### src/rtl/uart_rx_pkg.sv
// Shared constants and FSM state encoding for the 8N1 UART receiver.
package uart_rx_pkg;

    localparam int UART_DBITS        = 8;
    localparam int UART_OVERSAMPLE   = 16;
    localparam int UART_BAUD_DIVISOR = 651;

    typedef enum logic [2:0] {
        IDLE  = 3'd0,
        START = 3'd1,
        DATA  = 3'd2,
        STOP  = 3'd3,
        BREAK = 3'd4
    } rx_state_e;

endpackage : uart_rx_pkg

### src/rtl/uart_rx_baud_rate_generator.sv
// Free-running divider producing a one-clk oversample tick every DIVISOR clocks.
module baud_rate_generator
    import uart_rx_pkg::*;
#(
    parameter int DIVISOR = UART_BAUD_DIVISOR
) (
    input  logic clk_100MHz,
    input  logic reset,
    output logic tick
);

    localparam int            CW   = (DIVISOR > 1) ? $clog2(DIVISOR) : 1;
    localparam logic [CW-1:0] LAST = CW'(DIVISOR - 1);
    localparam logic [CW-1:0] ONE  = CW'(1);

    logic [CW-1:0] count_q;
    logic [CW-1:0] count_d;

    // Next count: wrap to zero after the terminal value.
    always_comb begin
        count_d = count_q;
        if (count_q == LAST) begin
            count_d = '0;
        end else begin
            count_d = count_q + ONE;
        end
    end

    // Divider counter register.
    always_ff @(posedge clk_100MHz or posedge reset) begin
        if (reset) begin
            count_q <= '0;
        end else begin
            count_q <= count_d;
        end
    end

    assign tick = (count_q == LAST);

endmodule : baud_rate_generator

### src/rtl/uart_rx.sv
// 8N1 UART receiver with 16x oversampling, glitch-rejecting start detection,
// framing-error pulse and a break state that ignores a held-low line.
module uart_rx
    import uart_rx_pkg::*;
#(
    parameter int DBITS        = UART_DBITS,
    parameter int SB_TICK      = UART_OVERSAMPLE,
    parameter int BAUD_DIVISOR = UART_BAUD_DIVISOR
) (
    input  logic             clk_100MHz,
    input  logic             reset,
    input  logic             rx,
    output logic [DBITS-1:0] data_out,
    output logic             rx_done_tick,
    output logic             frame_error
);

    localparam int SW = $clog2((SB_TICK > UART_OVERSAMPLE) ? SB_TICK : UART_OVERSAMPLE);
    localparam int NW = (DBITS > 1) ? $clog2(DBITS) : 1;

    localparam logic [SW-1:0] S_MID  = SW'(UART_OVERSAMPLE / 2 - 1);
    localparam logic [SW-1:0] S_LAST = SW'(UART_OVERSAMPLE - 1);
    localparam logic [SW-1:0] S_STOP = SW'(SB_TICK - 1);
    localparam logic [SW-1:0] S_ONE  = SW'(1);
    localparam logic [NW-1:0] N_LAST = NW'(DBITS - 1);
    localparam logic [NW-1:0] N_ONE  = NW'(1);

    logic             tick_s;
    logic             rx_meta_q;
    logic             rx_s_q;

    rx_state_e        state_q, state_d;
    logic [SW-1:0]    s_q, s_d;
    logic [NW-1:0]    n_q, n_d;
    logic [DBITS-1:0] b_q, b_d;
    logic [DBITS-1:0] data_q, data_d;
    logic             done_q, done_d;
    logic             ferr_q, ferr_d;

    baud_rate_generator #(
        .DIVISOR (BAUD_DIVISOR)
    ) u_baud (
        .clk_100MHz (clk_100MHz),
        .reset      (reset),
        .tick       (tick_s)
    );

    // Two-flop synchronizer; idles high so reset cannot fake a start edge.
    always_ff @(posedge clk_100MHz or posedge reset) begin
        if (reset) begin
            rx_meta_q <= 1'b1;
            rx_s_q    <= 1'b1;
        end else begin
            rx_meta_q <= rx;
            rx_s_q    <= rx_meta_q;
        end
    end

    // Next-state and datapath decode for the receive FSM.
    always_comb begin
        state_d = state_q;
        s_d     = s_q;
        n_d     = n_q;
        b_d     = b_q;
        data_d  = data_q;
        done_d  = 1'b0;
        ferr_d  = 1'b0;

        case (state_q)
            IDLE: begin
                if (!rx_s_q) begin
                    state_d = START;
                    s_d     = '0;
                end else begin
                    state_d = IDLE;
                end
            end

            START: begin
                if (tick_s) begin
                    if (s_q == S_MID) begin
                        if (!rx_s_q) begin
                            state_d = DATA;
                            s_d     = '0;
                            n_d     = '0;
                        end else begin
                            state_d = IDLE;
                        end
                    end else begin
                        s_d = s_q + S_ONE;
                    end
                end else begin
                    s_d = s_q;
                end
            end

            DATA: begin
                if (tick_s) begin
                    if (s_q == S_LAST) begin
                        s_d = '0;
                        b_d = {rx_s_q, b_q[DBITS-1:1]};
                        if (n_q == N_LAST) begin
                            state_d = STOP;
                        end else begin
                            n_d = n_q + N_ONE;
                        end
                    end else begin
                        s_d = s_q + S_ONE;
                    end
                end else begin
                    s_d = s_q;
                end
            end

            STOP: begin
                if (tick_s) begin
                    if (s_q == S_STOP) begin
                        if (rx_s_q) begin
                            data_d  = b_q;
                            done_d  = 1'b1;
                            state_d = IDLE;
                        end else begin
                            ferr_d  = 1'b1;
                            state_d = BREAK;
                        end
                    end else begin
                        s_d = s_q + S_ONE;
                    end
                end else begin
                    s_d = s_q;
                end
            end

            // A line held low after a bad stop bit must go high before re-arming.
            BREAK: begin
                if (rx_s_q) begin
                    state_d = IDLE;
                end else begin
                    state_d = BREAK;
                end
            end

            default: begin
                state_d = IDLE;
            end
        endcase
    end

    // FSM, counters, shift register and registered output pulses.
    always_ff @(posedge clk_100MHz or posedge reset) begin
        if (reset) begin
            state_q <= IDLE;
            s_q     <= '0;
            n_q     <= '0;
            b_q     <= '0;
            data_q  <= '0;
            done_q  <= 1'b0;
            ferr_q  <= 1'b0;
        end else begin
            state_q <= state_d;
            s_q     <= s_d;
            n_q     <= n_d;
            b_q     <= b_d;
            data_q  <= data_d;
            done_q  <= done_d;
            ferr_q  <= ferr_d;
        end
    end

    assign data_out     = data_q;
    assign rx_done_tick = done_q;
    assign frame_error  = ferr_q;

endmodule : uart_rx

### config.mk
export PLATFORM = sky130hd
export DESIGN_NAME = uart_rx
export DESIGN_NICKNAME = d
export VERILOG_FILES = /design/src/rtl/uart_rx_pkg.sv /design/src/rtl/uart_rx_baud_rate_generator.sv /design/src/rtl/uart_rx.sv
export SDC_FILE = /design/constraint.sdc
export NUM_CORES = 1
export LEC_CHECK = 0
export CORE_ASPECT_RATIO = 0.9
export CORE_UTILIZATION = 29
export DETAILED_ROUTE_END_ITERATION = 16
export GPL_TIMING_DRIVEN = 1
export MAX_ROUTING_LAYER = met4
export SLEW_MARGIN = 20
export SYNTH_ARGS = -nofsm -noshare
export SYNTH_HDL_FRONTEND = slang
export SYNTH_SLANG_ARGS = --single-unit
### constraint.sdc
create_clock -name clk_100MHz -period 2.55 [get_ports clk_100MHz]
set_input_delay 0.255 -clock clk_100MHz [delete_from_list [all_inputs] [get_ports clk_100MHz]]
set_output_delay 0.255 -clock clk_100MHz [all_outputs]
set_load 0.005 [all_outputs]
==> metrics.md <==
| Metric | Value |
|---|---|
| Result of the run | `finished, final reports clean` |
| Count of cells along the worst register-to-register path | `4` |
| Share of total power consumed by net switching | `0.1977` |
| Net Sw Power | `0.2374 mW` |
| Total I/O pin count | `13` |
| Final TNS setup | `0 ps` |
| Overall track demand over capacity in global routing | `0.09944` |
| Number of gates given a new drive strength after cts | `0` |
| Total nets after synthesis | `161` |
| Number of enable-type register cells in the synthesized netlist | `0` |
| Worst relative slew slack | `0.5757` |
| Number of core rows | `27` |
| Iteration-0 DRC count of the detailed router | `37` |
| Clk buf depth | `2` |
| Library cell with the largest summed area after synthesis | `sky130_fd_sc_hd__dfrtp_1` |
| Remaining global-route overflow | `0` |
| Clk_skew | `roughly 3.2 ps` |
| Most frequent cells after synthesis | `sky130_fd_sc_hd__dfrtp_1 (38), sky130_fd_sc_hd__nor2_1 (16), sky130_fd_sc_hd__mux2_2 (10), sky130_fd_sc_hd__nand2_1 (10), sky130_fd_sc_hd__mux2_4 (8)` |
| Max Slew Vio Count | `0` |
| Largest net degree at the start of global routing | `27` |
| Hold-fix buffers, CTS | `0` |
| Critical path start-end classification | `flip-flop to flip-flop` |
| Unrepaired setup endpoints after global routing | `false` |
| Overall die height | `78.30 um` |
| Final Routed Wirelength | `2954 um` |
| Fmax achieved | `approximately 490 MHz` |
| Internal power | `0.9634 mW` |
| Share of the yosys chip area belonging to registers | `0.5350` |
| Power per standard cell area | `546.0 nW/um^2` |
| Final net count | `between 150 and 200` |
| Starting density of the core | `0.3034` |
| Wire length of the first global-routing pass | `5050 um` |
| Number of violations of the max-capacitance limit | `0` |
| Worst-case vdd ir drop | `0.0002430 V` |
| Transition time at the pin with the least slew margin | `635.8 ps` |
| Count of cell types in the netlist | `43` |
| Post-DRT Antenna Nets | `0` |
| Ranking of synthesized cells by area | `sky130_fd_sc_hd__dfrtp_1 (51%), sky130_fd_sc_hd__mux2_4 (6.4%), sky130_fd_sc_hd__mux2_2 (6.0%), sky130_fd_sc_hd__ha_1 (3.3%), sky130_fd_sc_hd__nor2_1 (3.2%)` |
| Total number of yosys warnings | `0` |
| Total power consumption of the routed design | `approximately 1.2 mW` |
| Data required time of the worst path | `2730 ps` |
| Post-detail-place hpwl | `2047 um` |
| Routed length per instance | `roughly 12 um` |
| Post-synth top area share | `0.5070` |
| TritonCTS clock tree | `yes` |
| Die ar. | `6794 sq um` |
| Part of the power in registers | `0.532` |
| Arrival time at the worst endpoint | `2220 ps` |
| Core outline area | `around 6000 sq um` |
| Post-route fraction of the period consumed by the critical path | `0.7979` |
| # H-tree levels | `2` |
| Most used DFF post-synth | `sky130_fd_sc_hd__dfrtp_1` |
| Final cell count without fillers | `255` |
| Detailed-router iteration count before antenna repair | `4` |
| Max FO, Critical Path | `9` |
| Antenna violations before repair | `0` |
| Synthesized area per cell | `approximately 12 sq um` |
| Number of antenna cells inserted | `0` |
| Worst skew pair latency | `290 ps` |
| Kind of start point of the critical path | `flip-flop` |
| Most instantiated library cell after synthesis | `sky130_fd_sc_hd__dfrtp_1` |
| Reg2reg start | `u_baud.count_q[2]$_DFF_PP0_` |
| Register-to-Register Setup Slack | `520 ps` |
| Count of buffers inserted at the top-level ports | `12` |
| Synthesized area | `1876 sq um` |
| Routed via count divided by cell count | `4.580` |
| Synthesized instance count | `153` |
| Clock network fraction of design power | `0.451` |
| Worst hold path class | `input pin to asynchronous set/reset pin` |
| Share of synthesized registers carrying an async set or reset | `1.000` |
| Setup Fix Bufs, Post-CTS | `0` |
| Final critical delay including setup and external delays | `~2000 ps` |
| Number of vias in the routed layout | `1168` |
| Critical Path Sink Type | `flip-flop` |
| Worst reg2reg endpoint | `data_out[1]$_DFFE_PP0P_` |
| Number of flip-flops and latches in the synthesized netlist | `40` |
| Routability congestion estimate | `0.8138` |
| Master cell of the clock root buffer | `sky130_fd_sc_hd__clkbuf_8` |
| Die X-Extent | `86.77 um` |
| # DRC | `0` |
| Clock slew seen by the registers of the worst setup and hold paths | `80 ps` |
| Proportion of layout cells with a drive suffix above 1 | `0.2083` |
| Num CTS Buffers | `5` |
| Number of sinks driven by the clock tree | `40` |
| Area grow syn2layout | `17.28%` |
| Leakage power | `1.005 nW` |
| Count of final hold-check violations | `0` |
| # setup viols final | `0` |
| Fraction of power consumed by combinational cells | `0.017` |
| Via count of the first global-routing pass | `1081` |
| Instance count after placement with tap cells included | `247` |
-- critical path, stage by stage (launching register included) --
cell	delay, ps
sky130_fd_sc_hd__dfrtp_1	430
sky130_fd_sc_hd__nor3b_1	310
sky130_fd_sc_hd__and4_1	460
sky130_fd_sc_hd__and4_4	410
sky130_fd_sc_hd__mux2_4	320
-- cell type report --
| class | instances | area, sq um |
|---|---|---|
| clock inverters | 2 | 38.79 |
| well taps | 87 | 108.9 |
| fillers | 611 | 3983 |
| inverters | 5 | 18.77 |
| clock buffers | 6 | 82.58 |
| flip-flops and latches | 40 | 1003 |
| repair buffers | 14 | 147.6 |
| multi-input cells | 101 | 799.5 |
-- placed cells by master (no fill, tap or decap), types with 2 or more instances in the layout --
| cell | instances |
|---|---|
| sky130_fd_sc_hd__a22o_1 | 2 |
| sky130_fd_sc_hd__and3_1 | 2 |
| sky130_fd_sc_hd__clkbuf_8 | 6 |
| sky130_fd_sc_hd__clkdlybuf4s50_1 | 12 |
| sky130_fd_sc_hd__dfrtp_1 | 38 |
| sky130_fd_sc_hd__dfstp_2 | 2 |
| sky130_fd_sc_hd__ha_1 | 5 |
| sky130_fd_sc_hd__inv_1 | 5 |
| sky130_fd_sc_hd__mux2_2 | 10 |
| sky130_fd_sc_hd__mux2_4 | 8 |
| sky130_fd_sc_hd__mux2i_1 | 3 |
| sky130_fd_sc_hd__nand2_1 | 10 |
| sky130_fd_sc_hd__nand3_1 | 5 |
| sky130_fd_sc_hd__nand4_1 | 2 |
| sky130_fd_sc_hd__nor2_1 | 16 |
| sky130_fd_sc_hd__nor3_1 | 3 |
| sky130_fd_sc_hd__nor3b_1 | 2 |
| sky130_fd_sc_hd__o21ai_0 | 3 |
| sky130_fd_sc_hd__xnor2_1 | 4 |
| sky130_fd_sc_hd__xor2_1 | 5 |
-- worst max path at each step --
stage,from,to,depth (start not counted)
after detailed placement,u_baud.count_q[4]$_DFF_PP0_,data_out[1]$_DFFE_PP0P_,4
final,u_baud.count_q[2]$_DFF_PP0_,data_out[1]$_DFFE_PP0P_,4
after CTS,u_baud.count_q[4]$_DFF_PP0_,data_out[1]$_DFFE_PP0P_,4
after floorplan,s_q[0]$_DFFE_PP0P_,s_q[2]$_DFFE_PP0P_,5
after global placement,u_baud.count_q[4]$_DFF_PP0_,data_out[0]$_DFFE_PP0P_,4
after global routing,u_baud.count_q[6]$_DFF_PP0_,data_out[1]$_DFFE_PP0P_,4
-- cells by family after synthesis --
group           count (synthesis)  synth area share
mux                            21            0.1401
simple gates                   52            0.1548
flops                          40            0.5350
buf+inv                        12           0.03869
fa+ha+maj                       5           0.03336
compound gates                 14           0.05604
xor+xnor                        9           0.04203
-- power groups by stage --
stage | combinational, mW | clock (mW) | sequential (mW)
5_1_grt | 0.0235 | 0.573 | 0.639
3_3_place_gp | 0.0216 | 0 | 0.651
2_1_floorplan | 0.0110 | 0 | 0.651
6_report | 0.0205 | 0.541 | 0.639
3_5_place_dp | 0.0216 | 0 | 0.651
4_1_cts | 0.0215 | 0.559 | 0.639
-- sequential cells by signal, summed over array words and instances (netlist names), 3 cells and up --
| register | cells |
|---|---|
| u_baud.count_q | 10 |
| b_q | 8 |
| data_out | 8 |
| s_q | 4 |
| n_q | 3 |
| state_q | 3 |
-- per-stage QoR --
step | hold WS [ps] | util | instance area, sq um | setup WS (ps)
floorplan | 259.5 | - | 1876 | 722.1
global placement | 346.3 | 0.3362 | 2078 | 590.2
detailed placement | 347.8 | 0.3362 | 2078 | 543.6
CTS | 354.4 | 0.3558 | 2200 | 531.9
global route | 362.6 | 0.3558 | 2200 | 424.4
finish | 350.4 | 0.3558 | 2200 | 515.3
-- layer usage --
metal | vias up | routed length [um] | global-route usage
li1 | 565 | - | -
met1 | 570 | 1481 | 0.1393
met2 | 28 | 1272 | 0.1317
met3 | 5 | 155 | 0.03155
met4 | 0 | 46 | 0.04000
met5 | - | 0 | -
Power figures use the tool's default switching activity.
